File: src/rtl/otter_io_responder_if.sv
// otter_io_responder_if: OTTER IOBUS signals between the CPU initiator and an IO responder
interface otter_io_responder_if;
  logic [31:0] iobus_addr;
  logic [31:0] iobus_out;
  logic        iobus_wr;
  logic [31:0] iobus_in;
  modport master (output iobus_addr, iobus_out, iobus_wr, input iobus_in);
  modport slave (input iobus_addr, iobus_out, iobus_wr, output iobus_in);
endinterface

File: src/rtl/otter_io_responder.sv
// otter_io_responder: IOBUS target with LED/SSEG registers, synchronised switches and a prescaled compare timer
module otter_io_responder #(
  parameter logic [31:0] BASE_ADDR = 32'h1100_0000,
  parameter int N_SW = 16,
  parameter int N_LED = 16
) (
  input  logic                 CLK,
  input  logic                 RESET_N,
  otter_io_responder_if.slave  bus,
  input  logic [N_SW-1:0]      SWITCHES,
  output logic [N_LED-1:0]     LEDS,
  output logic [15:0]          SSEG,
  output logic                 INTR
);
  logic [N_SW-1:0] sw_s1_q, sw_s1_d, sw_s2_q, sw_s2_d;
  logic [N_LED-1:0] led_q, led_d;
  logic [15:0] sseg_q, sseg_d;
  logic [2:0] ctrl_q, ctrl_d;
  logic [31:0] presc_q, presc_d, cmp_q, cmp_d, cnt_q, cnt_d, pc_q, pc_d, rdata_q, rdata_d;
  logic pend_q, pend_d;
  logic hit, we, tick, match, unused_addr_lsbs;
  logic [2:0] off;
  logic [31:0] wdata;
  assign hit = bus.iobus_addr[31:5] == BASE_ADDR[31:5];
  assign off = bus.iobus_addr[4:2];
  assign unused_addr_lsbs = ^bus.iobus_addr[1:0];
  assign wdata = bus.iobus_out;
  assign we = bus.iobus_wr & hit;
  assign tick = ctrl_q[0] & (pc_q == presc_q);
  assign match = tick & (cnt_q == cmp_q);
  assign LEDS = led_q;
  assign SSEG = sseg_q;
  assign INTR = pend_q & ctrl_q[2];
  assign bus.iobus_in = rdata_q;
  // Next state: CPU writes override the timer's own update of the same register; a match always sets PEND
  always_comb begin
    sw_s1_d = SWITCHES;
    sw_s2_d = sw_s1_q;
    led_d = (we && off == 3'd1) ? wdata[N_LED-1:0] : led_q;
    sseg_d = (we && off == 3'd2) ? wdata[15:0] : sseg_q;
    ctrl_d = (we && off == 3'd3) ? wdata[2:0] : (match && !ctrl_q[1]) ? {ctrl_q[2:1], 1'b0} : ctrl_q;
    presc_d = (we && off == 3'd4) ? wdata : presc_q;
    cmp_d = (we && off == 3'd5) ? wdata : cmp_q;
    cnt_d = (we && off == 3'd6) ? wdata : !tick ? cnt_q : match ? (ctrl_q[1] ? 32'h0 : cnt_q) : cnt_q + 32'h1;
    pc_d = (we && (off == 3'd4 || off == 3'd6)) || tick ? 32'h0 : ctrl_q[0] ? pc_q + 32'h1 : pc_q;
    pend_d = match | (pend_q & ~(we && off == 3'd7 && wdata[0]));
    rdata_d = 32'h0;
    if (hit)
      case (off)
        3'd0: rdata_d = 32'(sw_s2_q);
        3'd1: rdata_d = 32'(led_q);
        3'd2: rdata_d = {16'h0, sseg_q};
        3'd3: rdata_d = {29'h0, ctrl_q};
        3'd4: rdata_d = presc_q;
        3'd5: rdata_d = cmp_q;
        3'd6: rdata_d = cnt_q;
        default: rdata_d = {31'h0, pend_q};
      endcase
  end
  // State registers; reset clears everything including the synchronisers and prescaler
  always_ff @(posedge CLK or negedge RESET_N) begin
    if (!RESET_N) begin
      sw_s1_q <= '0;
      sw_s2_q <= '0;
      led_q <= '0;
      sseg_q <= '0;
      ctrl_q <= '0;
      presc_q <= '0;
      cmp_q <= '0;
      cnt_q <= '0;
      pc_q <= '0;
      pend_q <= 1'b0;
      rdata_q <= '0;
    end else begin
      sw_s1_q <= sw_s1_d;
      sw_s2_q <= sw_s2_d;
      led_q <= led_d;
      sseg_q <= sseg_d;
      ctrl_q <= ctrl_d;
      presc_q <= presc_d;
      cmp_q <= cmp_d;
      cnt_q <= cnt_d;
      pc_q <= pc_d;
      pend_q <= pend_d;
      rdata_q <= rdata_d;
    end
  end
endmodule

File: src/flat_wrapper.sv
// flat-port wrapper written by rule: the top's interface ports become plain ports
module otter_io_responder_flat 
#(
  parameter logic [31:0] BASE_ADDR = 32'h1100_0000,
  parameter int N_SW = 16,
  parameter int N_LED = 16
)
  (CLK, RESET_N, SWITCHES, LEDS, SSEG, INTR, bus_iobus_addr, bus_iobus_out, bus_iobus_wr, bus_iobus_in);
  otter_io_responder_if bus_i ();
  input  logic CLK;
  input  logic RESET_N;
  input  logic [N_SW-1:0] SWITCHES;
  output logic [N_LED-1:0] LEDS;
  output logic [15:0] SSEG;
  output logic INTR;
  input wire logic [$bits(bus_i.iobus_addr)-1:0] bus_iobus_addr;
  input wire logic [$bits(bus_i.iobus_out)-1:0] bus_iobus_out;
  input wire logic [$bits(bus_i.iobus_wr)-1:0] bus_iobus_wr;
  output wire logic [$bits(bus_i.iobus_in)-1:0] bus_iobus_in;
  assign bus_i.iobus_addr = bus_iobus_addr;
  assign bus_i.iobus_out = bus_iobus_out;
  assign bus_i.iobus_wr = bus_iobus_wr;
  assign bus_iobus_in = bus_i.iobus_in;
  otter_io_responder #(.BASE_ADDR(BASE_ADDR), .N_SW(N_SW), .N_LED(N_LED)) u_core (.CLK(CLK), .RESET_N(RESET_N), .bus(bus_i), .SWITCHES(SWITCHES), .LEDS(LEDS), .SSEG(SSEG), .INTR(INTR));
endmodule
File: config.mk
export PLATFORM = sky130hd
export DESIGN_NAME = otter_io_responder_flat
export DESIGN_NICKNAME = d
export VERILOG_FILES = /design/src/rtl/otter_io_responder_if.sv /design/src/rtl/otter_io_responder.sv /design/src/flat_wrapper.sv
export SDC_FILE = /design/constraint.sdc
export NUM_CORES = 1
export LEC_CHECK = 0
export ABC_AREA = 1
export BUFFER_PORTS_ARGS = -buffer_cell sky130_fd_sc_hd__clkbuf_2
export CELL_PAD_IN_SITES_DETAIL_PLACEMENT = 1
export CELL_PAD_IN_SITES_GLOBAL_PLACEMENT = 1
export CORE_UTILIZATION = 39
export DETAILED_ROUTE_END_ITERATION = 16
export PLACE_DENSITY = 0.8
export SYNTH_ARGS = -nofsm -noshare
export SYNTH_HDL_FRONTEND = slang
export SYNTH_SLANG_ARGS = --single-unit
File: constraint.sdc
create_clock -name CLK -period 1.9 [get_ports CLK]
set_clock_uncertainty 0.05 [all_clocks]
set_input_delay 0.285 -clock CLK [delete_from_list [all_inputs] [get_ports CLK]]
set_output_delay 0.285 -clock CLK [all_outputs]
set_load 0.02 [all_outputs]
== Word level (Yosys, flattened, before mapping) ==
Index checks and enable logic that the tools add are counted.

* Flip-flop bits (word level): 228
* Bits of input ports: 83
* Output and inout port bits: 65

* Add/subtract/negate cells: 2
* Equality and inequality tests: 11
* Muxes and demuxes: 10
* Bitwise operators: 7
* Reductions and logical operators: 18

{| class="wikitable"
|+ Operators by type and width
! cell !! count
|-
| two-way mux 32 bit || 7
|-
| case mux 32 bit (7 select lines) || 1
|-
| adder 32 x 1 -> 32 bit, second input constant || 2
|-
| equality test 32 bit || 2
|-
| equality test 27 x 24 -> 1 bit, second input constant || 1
|-
| equality test 3 bit, second input constant || 4
|-
| logical AND 1 bit || 10
|-
| equality test 3 x 2 -> 1 bit, second input constant || 2
|-
| nonzero test 2 bit || 3
|-
| AND 1 bit || 5
|-
| equality test 3 x 1 -> 1 bit, second input constant || 1
|-
| zero test 3 bit || 1
|-
| two-way mux 3 bit || 1
|-
| inequality test 3 x 2 -> 1 bit, second input constant || 1
|-
| logical OR 1 bit || 2
|-
| AND reduction 2 bit || 1
|-
| zero test 1 bit || 1
|-
| two-way mux 1 bit || 1
|-
| inverter 1 bit || 1
|-
| OR 1 bit || 1
|}

== Logic depth before layout (Yosys ltp) ==
* Depth after elaboration: 7
* Depth in mapped cells: 15
* Depth with buffers taken out: 14

== Least setup slack after synthesis ==
No wires, ideal clock.

* Kind: reg2reg
* Start point: register u_core.pc_q[0]
* End point: register u_core.pc_q[26]
* Arrival time: 1.685 ns
* Required time: 1.723 ns
* Slack: 0.039 ns
* Stages on the path, launching flop included: 11
* Path buffers: 0
* Clock period less this slack: 1.861 ns
* Cell sequence: dfrtp_1 ha_1 nand2_1 nor2_1 nand3_1 nor2_1 nand3_1 nor3_1 nand3_1 nor3_1 a21oi_1

* Cells in the longest elaborated chain, start to end: 4
* Elaborated cells between the ends (all ways): 7
* Those cells by class: add/sub (1); eq/ne (1); mux (2); bitwise (1); reduce/logical (2)

{| class="wikitable"
|+ Ends and longest elaborated chain
! element !! RTL line !! RTL
|-
| start: declaration || otter_io_responder.sv:19 || <nowiki>logic [31:0] presc_q, presc_d, cmp_q, cmp_d, cnt_q, cnt_d, pc_q, pc_d, rdata_q, rdata_d;</nowiki>
|-
| start signal: assignment || otter_io_responder.sv:83 || <nowiki>pc_q <= pc_d;</nowiki>
|-
| parallel branches: the longest is 4 deep, another holds adder 32 x 1 -> 32 bit || -- ||
|}

Parallel ways; which one is timed is not known. The select of a mux whose other input is x is not followed.
A chain may end at the register's enable or synchronous reset.

== Final worst setup path ==
* Start point: register u_core.pc_q[16]
* End point: register u_core.cnt_q[1]

* Cells in the longest elaborated chain, start to end: 6
* Elaborated cells between the ends (all ways): 9
* Those cells by class: eq/ne (2); mux (3); bitwise (2); reduce/logical (2)

{| class="wikitable"
|+ Ends and longest elaborated chain
! element !! RTL line !! RTL
|-
| equality test 32 bit * || otter_io_responder.sv:29 || <nowiki>assign tick = ctrl_q[0] & (pc_q == presc_q);</nowiki>
|-
| AND 1 bit * || otter_io_responder.sv:29 ||
|-
| AND 1 bit || otter_io_responder.sv:30 || <nowiki>assign match = tick & (cnt_q == cmp_q);</nowiki>
|-
| two-way mux 32 bit (3 in a row) || otter_io_responder.sv:44 || <nowiki>cnt_d = (we && off == 3'd6) ? wdata : !tick ? cnt_q : match ? (ctrl_q[1] ? 32'h0 : cnt_q) : cnt_q + 32'h1;</nowiki>
|-
| end signal: assignment || otter_io_responder.sv:82 || <nowiki>cnt_q <= cnt_d;</nowiki>
|-
| end: declaration || otter_io_responder.sv:19 ||
|}

Every way passes the cells marked *; elsewhere a longest branch is shown, timed or not. The select of a mux whose other input is x is not followed.

==> impl_metrics.yaml <==
place:
  place.gp.congestion: 0.924
  placedCellCount: 2533
  placed_cell_area_sq_um: 16200
  port_buffers: 145
  pre_cts_ws_ns: -0.352
  place_hpwl_um: 40000
setup_path:
  cp.buffers_inverters: 2
  reg2reg_to: "u_core.cnt_q[1]$_DFFE_PN0P_"
  cp-start-kind: "flip-flop"
  crit_type: "flip-flop to flip-flop"
  r2r-start: "u_core.pc_q[16]$_DFFE_PN0P_"
  slowest_stage: "dfrtp_1"
  worstPathRequired_ns: 2.32
  worst-r2r-setup-slack_ns: -0.98
  cp_data_arrival_time_ns: 3.30
  crit_family: "simple AND/OR/NAND/NOR gates"
  cp_slowest_stage_delay_ns: 0.49
  cp-end-kind: "flip-flop"
  crit_path_max_fanout: 9
  reg2reg_depth: 12
  cp_cell_sequence: "xnor2_1, nand2_1, nor2_1, nand3_1, nor2_4, buf_6, nand2_8, buf_8, nand3_1, nand2_1, nand2_4, nand2_2"
synthesis:
  ys.flop_type: "dfrtp_1"
  netlist_instances: 1714
  syn_avg_cell_area_sq_um: 7.30
  async_flop_share_pct: 100
  synth_edf_count: 0
  ys_seq_elements: 228
  synthesis.nets: 1799
  synth_area_leader_cell: "dfrtp_1"
  yosysMostFrequentCell: "nand2_1"
  ys.warnings.count: 0
  synthTopCellsByArea: "dfrtp_1 46%, nand2_1 17%, nor2_1 6.3%"
  synth_common_cells: "565 x nand2_1, 228 x dfrtp_1, 211 x nor2_1"
  ys_seq_area_share_pct: 45.6
  synth.top_cell.area_share_pct: 45.6
  syn-cell-area_sq_um: 12500
  yosysUniqueCellTypes: 47
worst_hold_path:
  min_from: "bus_iobus_out[30]"
  min_path_cells: 3
  min_path_type: "input pin to flip-flop"
  min_to: "u_core.cmp_q[30]$_DFFE_PN0P_"
global_routing:
  grt_pass1_vias: 16600
  met3_usage_pct: 6.09
  grt_pass1_wl_um: 95900
  grt_use_total_pct: 38.2
  top_usage_layer: "met2"
  gr-total-overflow: 0
  grt_max_degree: 60
  grtUsageMet2_pct: 65.9
  antenna_found_initial: 3
  grt.met1_usage_pct: 43.8
power_and_ir_drop:
  p_int_uw: 8320
  power_frac_seq_pct: 43.6
  fin_total_pwr_uw: 11200
  powerDensity_nw_per_um2: 575
  power_switching_share_pct: 25.9
  p_leak_uw: 0.0100
  p_comb_share_pct: 5.3
  pwr-share-clk_pct: 51.0
  ir_worst_vdd_mv: 0.684
  switchingPower_uw: 2910
cts:
  path_clk_slew_ns: 0.07
  cts_sinks: 228
  cts.path.max_buffers: 3
  cts-htree-levels: 1
  cts_buffers: 28
  tritoncts: "built"
  root_buffer: "clkbuf_16"
  clock_latency_ns: 0.59
sta:
  fin_crit_sh_pct: 152
  rsz0062_at_grt: "yes"
  setup_viol: 67
  finalHoldViolCount: 0
  worst_pin_slew_ns: 0.780
  max_clock_freq_ghz: 0.347
  min_period_ns: 2.88
  tns_ns: -45.41
  layout_setup_ws_ns: -0.979
  maxSlewHeadroom_pct: 47.8
  finalMaxSlewViolations: 0
routing:
  viasPerCell: 6.04
  ant_nets: 0
  wl_per_cell_um: 27.8
  finalWirelength_um: 75300
  first_pass_iters: 5
  drt-initial-drc-count: 1793
  num_vias: 16300
  drc: 0
floorplanning:
  fp.dieH_um: 181
  initial_utilization_pct: 39.6
  rows: 65
  io_pins: 148
  design.die.area_sq_um: 32800
  die_w_um: 181
  design.core.area_sq_um: 31600
flow_run:
  drv_cap: 0
final_layout:
  num-fill-cells: 3825
  final_cells: 2705
  finalInstanceArea_sq_um: 19500
  syn_to_final_growth_pct: 56.3
  final_nets: 2366
  layout-drive-gt1-share_pct: 40.6
outcome:
  status: "finished, violations left"
  violations: "setup timing"
==> metrics by stage <==
step           util (%)  hold WS [ns]
4_1_cts            58.5       0.00223
2_1_floorplan         -       -0.0606
5_1_grt            61.9        0.0280
3_5_place_dp       51.2         0.179
3_3_place_gp       51.2         0.171
6_report           62.0        0.0141
==> registers in the layout, indices dropped and copies added (netlist names), 3 cells and up <==
register and cells:
u_core.bus.iobus_in 32, u_core.cmp_q 32, u_core.cnt_q 32, u_core.pc_q 32, u_core.presc_q 32, u_core.LEDS 16
u_core.SSEG 16, u_core.sw_s1_q 16, u_core.sw_s2_q 16, u_core.ctrl_q 3
==> cell usage in the layout, fill, tap and decap left out, types with 45 or more instances in the layout <==
cell type  Yosys  layout
xor2_1        46      45
inv_1        183     156
nand2_2        1      73
o21ai_0      108     103
nor2_2         5      65
clkbuf_2       1     144
buf_4          1     378
nand3_1       97      67
nor2_1       211     121
dfrtp_1      228     204
nand2_1      565     481
==> cell type report <==
| class | count | area [sq um] | area share, % |
|---|---|---|---|
| diodes | 2 | 5.00 | 0.0256 |
| multi-input cells | 1225 | 6910 | 35.3 |
| repair buffers | 604 | 4700 | 24.0 |
| clock inverters | 11 | 144 | 0.736 |
| well taps | 402 | 503 | 2.57 |
| flip-flops and latches | 228 | 5740 | 29.3 |
| inverters | 194 | 753 | 3.85 |
| clock buffers | 39 | 802 | 4.10 |
==> power by group through the flow <==
stage	logic, uW	registers (uW)	clock network, uW
5_1_grt	623	4900	5870
6_report	599	4900	5730
4_1_cts	548	4900	5600
2_1_floorplan	97.5	4990	0
3_3_place_gp	475	4990	0
3_5_place_dp	490	4990	0
==> worst max-delay path by stage <==
stage | start | to | slack (ns) | cells after the start
floorplan | u_core.pc_q[0]$_DFFE_PN0P_ | u_core.pc_q[26]$_DFFE_PN0P_ | 0.04 | 10
CTS | u_core.cnt_q[29]$_DFFE_PN0P_ | u_core.cnt_q[29]$_DFFE_PN0P_ | -0.23 | 15
global placement | bus_iobus_addr[26] | u_core.pc_q[26]$_DFFE_PN0P_ | -0.29 | 11
finish | u_core.pc_q[16]$_DFFE_PN0P_ | u_core.cnt_q[1]$_DFFE_PN0P_ | -0.98 | 12
global route | u_core.pc_q[16]$_DFFE_PN0P_ | u_core.cnt_q[1]$_DFFE_PN0P_ | -1.00 | 12
detailed placement | bus_iobus_addr[26] | u_core.cmp_q[3]$_DFFE_PN0P_ | -0.35 | 11
==> per-layer routing <==
layer	wire length (um)	up-vias
met2	34400	1303
met3	7910	552
met1	25800	7946
met5	12	-
met4	7210	2
li1	-	6535
==> kinds of logic after synthesis <==
family                   Yosys count  share of synthesized area, %
AND/OR/NAND/NOR                  963                          31.6
buffers and inverters            261                          8.30
flip-flops                       228                          45.6
AO/OA/AOI/OAI                    174                          8.16
XOR/XNOR                          79                          5.53
multiplexers                       7                         0.630
adder cells (fa/ha/maj)            2                         0.200
==> worst min-delay path, delay by kind of cell <==
| family | cells | cell delay, ns |
|---|---|---|
| AND/OR/NAND/NOR | 2 | 0.15 |
| buffers and inverters | 1 | 0.15 |
==> what timing repair did <==
action                                  CTS  global route
hold endpoints to repair                161             0
gates resized for setup                 147           248
pin swaps                                32            63
hold buffers                             32             0
cloned                                    6             1
setup buffers                            43            43
endpoints found under the setup margin   65            66
No activity file was read; power rests on OpenSTA's default activity.
